`src/rtl/branch_pc_unit.sv`:
```
// PC owner and br/jr/jal sequencer sitting downstream of the CON flip-flop.
// Optional per-branch outcome counters are enabled with `define BRANCH_STATS_EN.
module branch_pc_unit #(
  parameter logic [31:0] RESET_PC = 32'h0000_0000,
  parameter logic [3:0]  LINK_REG = 4'd15
) (
  input  logic        clock,
  input  logic        clear,
  input  logic [31:0] ir,
  input  logic        start,
  input  logic        inc_pc,
  input  logic [31:0] bus_in,
  input  logic        con,
  output logic        con_en,
  output logic [31:0] pc_out,
  output logic [31:0] link_out,
  output logic        link_we,
  output logic [3:0]  link_sel,
  output logic        busy,
  output logic        done,
  output logic        err,
  output logic        taken
`ifdef BRANCH_STATS_EN
  ,
  output logic [15:0] br_taken_cnt,
  output logic [15:0] br_not_taken_cnt
`endif
);

  localparam logic [4:0] OP_BR  = 5'b10010;
  localparam logic [4:0] OP_JR  = 5'b10011;
  localparam logic [4:0] OP_JAL = 5'b10100;

  typedef enum logic [2:0] {
    IDLE, DECODE, COND, RESOLVE, LINK, JUMP, DONE
  } state_t;

  state_t      state_reg, state_next;
  logic [31:0] pc_reg, pc_next;
  logic [4:0]  op_reg, op_next;
  logic [18:0] c2_reg, c2_next;
  logic        err_reg, err_next;
  logic        taken_reg, taken_next;

  // Only the opcode and the C2 field matter once an instruction is latched.
  logic unused_ir_bits;
  assign unused_ir_bits = ^ir[26:19];

  always_ff @(posedge clock) begin
    if (clear) begin
      state_reg <= IDLE;
      pc_reg    <= RESET_PC;
      op_reg    <= '0;
      c2_reg    <= '0;
      err_reg   <= 1'b0;
      taken_reg <= 1'b0;
    end else begin
      state_reg <= state_next;
      pc_reg    <= pc_next;
      op_reg    <= op_next;
      c2_reg    <= c2_next;
      err_reg   <= err_next;
      taken_reg <= taken_next;
    end
  end

  always_comb begin
    state_next = state_reg;
    pc_next    = pc_reg;
    op_next    = op_reg;
    c2_next    = c2_reg;
    err_next   = err_reg;
    taken_next = taken_reg;
    case (state_reg)
      IDLE: begin
        // start has priority; a simultaneous fetch increment is dropped
        if (start) begin
          op_next    = ir[31:27];
          c2_next    = ir[18:0];
          err_next   = 1'b0;
          taken_next = 1'b0;
          state_next = DECODE;
        end else if (inc_pc) begin
          pc_next = pc_reg + 32'd1;
        end
      end
      DECODE: begin
        case (op_reg)
          OP_BR:   state_next = COND;
          OP_JR:   state_next = JUMP;
          OP_JAL:  state_next = LINK;
          default: begin
            err_next   = 1'b1;
            state_next = DONE;
          end
        endcase
      end
      COND:    state_next = RESOLVE;
      RESOLVE: begin
        if (con) begin
          pc_next    = pc_reg + {{13{c2_reg[18]}}, c2_reg};
          taken_next = 1'b1;
        end
        state_next = DONE;
      end
      LINK:    state_next = JUMP;
      JUMP: begin
        pc_next    = bus_in;
        taken_next = 1'b1;
        state_next = DONE;
      end
      DONE:    state_next = IDLE;
      default: state_next = IDLE;
    endcase
  end

  assign con_en   = (state_reg == COND);
  assign link_we  = (state_reg == LINK);
  assign link_out = (state_reg == LINK) ? pc_reg : 32'd0;
  assign link_sel = LINK_REG;
  assign busy     = (state_reg != IDLE);
  assign done     = (state_reg == DONE);
  assign err      = done & err_reg;
  assign taken    = done & taken_reg;
  assign pc_out   = pc_reg;

`ifdef BRANCH_STATS_EN
  // Index 0 counts taken branches, index 1 not-taken; both saturate.
  logic [1:0]  cnt_inc;
  logic [15:0] cnt_reg [2];

  assign cnt_inc = {(state_reg == RESOLVE) & ~con, (state_reg == RESOLVE) & con};

  for (genvar gi = 0; gi < 2; gi++) begin : g_stat
    always_ff @(posedge clock) begin
      if (clear) begin
        cnt_reg[gi] <= '0;
      end else if (cnt_inc[gi] && (cnt_reg[gi] != 16'hFFFF)) begin
        cnt_reg[gi] <= cnt_reg[gi] + 16'd1;
      end
    end
  end

  assign br_taken_cnt     = cnt_reg[0];
  assign br_not_taken_cnt = cnt_reg[1];
`endif

endmodule

```
`config.mk`:
```
export PLATFORM = sky130hd
export DESIGN_NAME = branch_pc_unit
export DESIGN_NICKNAME = d
export VERILOG_FILES = /design/src/rtl/branch_pc_unit.sv
export SDC_FILE = /design/constraint.sdc
export NUM_CORES = 1
export LEC_CHECK = 0
export CAP_MARGIN = 10
export CORE_MARGIN = 3
export CORE_UTILIZATION = 40
export DETAILED_ROUTE_END_ITERATION = 8
export GPL_TIMING_DRIVEN = 1
export PLACE_DENSITY = 0.7
export SLEW_MARGIN = 20
export SYNTH_ARGS = -nofsm -noshare
export SYNTH_HDL_FRONTEND = slang
export SYNTH_SLANG_ARGS = --single-unit
```
`constraint.sdc`:
```
create_clock -name clock -period 6.3 [get_ports clock]
set_input_delay 0.63 -clock clock [delete_from_list [all_inputs] [get_ports clock]]
set_output_delay 0.63 -clock clock [all_outputs]
set_load 0.005 [all_outputs]
```
==> results.cfg <==
[synthesis]
synth_edf_count = 0
synthArstFlopShare_pct = 0
yosysSeqAreaShare_pct = 26.5
yosys_warnings = 0
synthesis.area_sq_um = 4600
synthTopCellsByArea = dfxtp_1, nand2_1, a21oi_1
synth_top_area_share_pct = 26.5
netlist_instances = 648
yosys.area.top_type = dfxtp_1
synth_ff_type = dfxtp_1
avgSynthCellArea_sq_um = 7.11
synth_most_common_cell = nand2_1
ys_ff_latch = 61
synthDistinctLibCells = 70
synth_common_cells = nand2_1, a21oi_1, dfxtp_1

[clock_network]
cts-root-buf = clkbuf_16
holdBufCountCts = 0
post_cts_buffers = 0
cts_buffer_depth = 2
cts_tree = yes
numCtsBuffers = 9
cts_sinks = 61
htreeDepth = 3
cts_resized = 0
clk_latency_ns = 0.33
path_clk_slew_ns = 0.06

[layout]
drive_above_1_share_pct = 5.98
nFillCells = 1084
largest_reg_flops = 32
area_growth_pct = 35.7
fin_nets = 835
antenna_cells = 0

[worst_setup_path]
cp_slowest_cell = nor2b_1
slowest_delay_ns = 0.84
crit_type = reg2reg
end_kind = flip-flop
critPathLaunchType = flip-flop
cp_top_family = simple AND/OR/NAND/NOR gates
crit_chain = nor2b_1 > nand3b_1 > ha_1 > fa_1 > a211oi_1 > o21ai_0 > nand3_1 > nand2_1 > a31oi_2 > mux2_2 > o2111ai_1 > o31ai_1
path_max_fanout = 19
cp.required_ns = 6.49
critPathBufInv = 0
arrival_ns = 4.79

[grt]
grt_pass1_wl_mm = 23.4
grt.total_usage_pct = 22.1
grt_start_max_net_pins = 55
grt_pass1_vias = 4770
gr-total-overflow = 0
antenna_found_initial = 0

[timing]
maxSlewHeadroom_pct = 35.3
maxSlewViolCount = 0
fin_setup_tns_ns = 0
fin_crit_ns = 4.59
rsz0062_at_grt = false
fmax_ghz = 0.218
setup-violations-final = 0
finalCritPeriodShare_pct = 72.9
hold_violations = 0
fin_worst_skew_ns = 0.0132
tightest_slew_ns = 0.968
fin_ws_ns = 1.71

[placed_design]
gp_congestion = 0.842
hpwl_mm = 10.3
port_buffers = 130
post-place-ws_ns = 1.80

[drt]
drt_iter0_drc = 276
first_pass_iters = 5
wl_per_cell_um = 16.2
wl_mm = 14.4
post-route-drc-count = 0
vias = 4992
viasPerCell = 5.60
postRouteAntennaNets = 0

[pwr]
ir_worst_vdd_v = 0.000183
power_density_nw_per_um2 = 198
power.total_mw = 1.24
p_leak_nw = 2.41

[floorplan]
num_rows = 38
fp.dieH_um = 113
core_area_sq_um = 11000
dieArea_sq_um = 12800
die_x_um = 113
initial_core_util_pct = 41.7
io_pins = 143

[outcome]
outcome = complete, no violations

[flow_run]
cap_violations = 0

[hold_path]
hold_path_class = reg2reg
==> final cells by class <==
class	count	area [sq um]	area share, %
Clock inverter	6	70.1	1.12
Tap cell	140	175	2.80
Timing Repair Buffer	137	1350	21.6
Clock buffer	10	239	3.83
Sequential cell	61	1220	19.6
Multi-Input combinational cell	530	3160	50.6
Inverter	8	30.0	0.481
==> cell families (layout without fill, tap and decap cells) <==
| logic type | Yosys count | after routing | share of synthesized area, % |
|---|---|---|---|
| other | 1 | 4 | 0.0814 |
| DFF | 61 | 61 | 26.5 |
| adders and majority gates | 19 | 19 | 5.33 |
| AOI/OAI and AO/OA | 167 | 167 | 23.2 |
| buffers and inverters | 60 | 161 | 5.27 |
| and+or+nand+nor | 317 | 317 | 34.8 |
| muxes | 10 | 10 | 2.36 |
| xor gates and xnor gates | 13 | 13 | 2.47 |
==> path summary, 6_finish.rpt <==
kind / startpoint / to / slack [ns] / cells after the start
worst max-delay path: state_reg[0] / pc_out[28] / 1.71 / 12
worst min-delay path: c2_reg[16] / c2_reg[16] / 0.45 / 2
worst max register to register: state_reg[0] / pc_out[28] / 1.71 / 12
worst min register to register: c2_reg[16] / c2_reg[16] / 0.45 / 2
==> worst min-delay path, delay by kind of cell, from the launching register on <==
family / cells / cell delay, ns
flip-flops: 1 / 0.30
AO/OA/AOI/OAI: 1 / 0.05
AND/OR/NAND/NOR: 1 / 0.05
==> metrics by stage <==
stage	hold slack (ns)	instances	area [sq um]	utilization [%]
6_report	0.448	892	6250	56.6
5_1_grt	0.467	892	6250	56.6
4_1_cts	0.450	892	6250	56.6
3_5_place_dp	0.443	876	5940	53.8
3_3_place_gp	0.442	876	5940	53.8
2_1_floorplan	0.431	651	4620	-
==> cells in the final DEF (no fill, tap or decap), types with 4 or more instances in the layout <==
master           synthesis  layout
or3_1                   11      11
conb_1                   1       4
a311oi_1                 9       9
ha_1                    18      18
and2_1                  32      32
a211oi_1                10      10
a31oi_1                 10      10
o22ai_1                  4       4
nor3b_1                  4       4
nor2_1                  49      49
nor3_1                  24      22
dfxtp_1                 61      61
o211ai_1                 5       5
nor2b_1                  4       4
inv_1                    8       8
a21o_1                   6       6
nand2_1                105     105
xnor2_1                 10      10
and3_1                  23      23
clkdlybuf4s50_1          0     129
o21ai_0                 27      27
o21a_1                   4       4
a21oi_1                 65      65
clkbuf_16                0       9
mux2i_1                  6       6
nor4_1                   5       5
or2_2                    4       4
o21bai_1                 4       4
nand2b_1                 5       5
nand4_1                 10      10
nand3_1                 21      21
buf_4                    4       7
==> power by group <==
group	leakage, nW	switching, mW	internal [mW]
combinational	1.76	0.133	0.126
clock	0.153	0.195	0.320
sequential	0.497	0.0439	0.418
==> per-layer routing <==
metal | up-vias | share of wire, % | global-route usage, %
met3 | 17 | 6.8 | 3.32
met5 | - | 0 | 0
met4 | 0 | 1.2 | 5.93
met1 | 2265 | 47 | 30.2
met2 | 198 | 45 | 36.4
li1 | 2512 | - | -
Power figures use the tool's default switching activity.
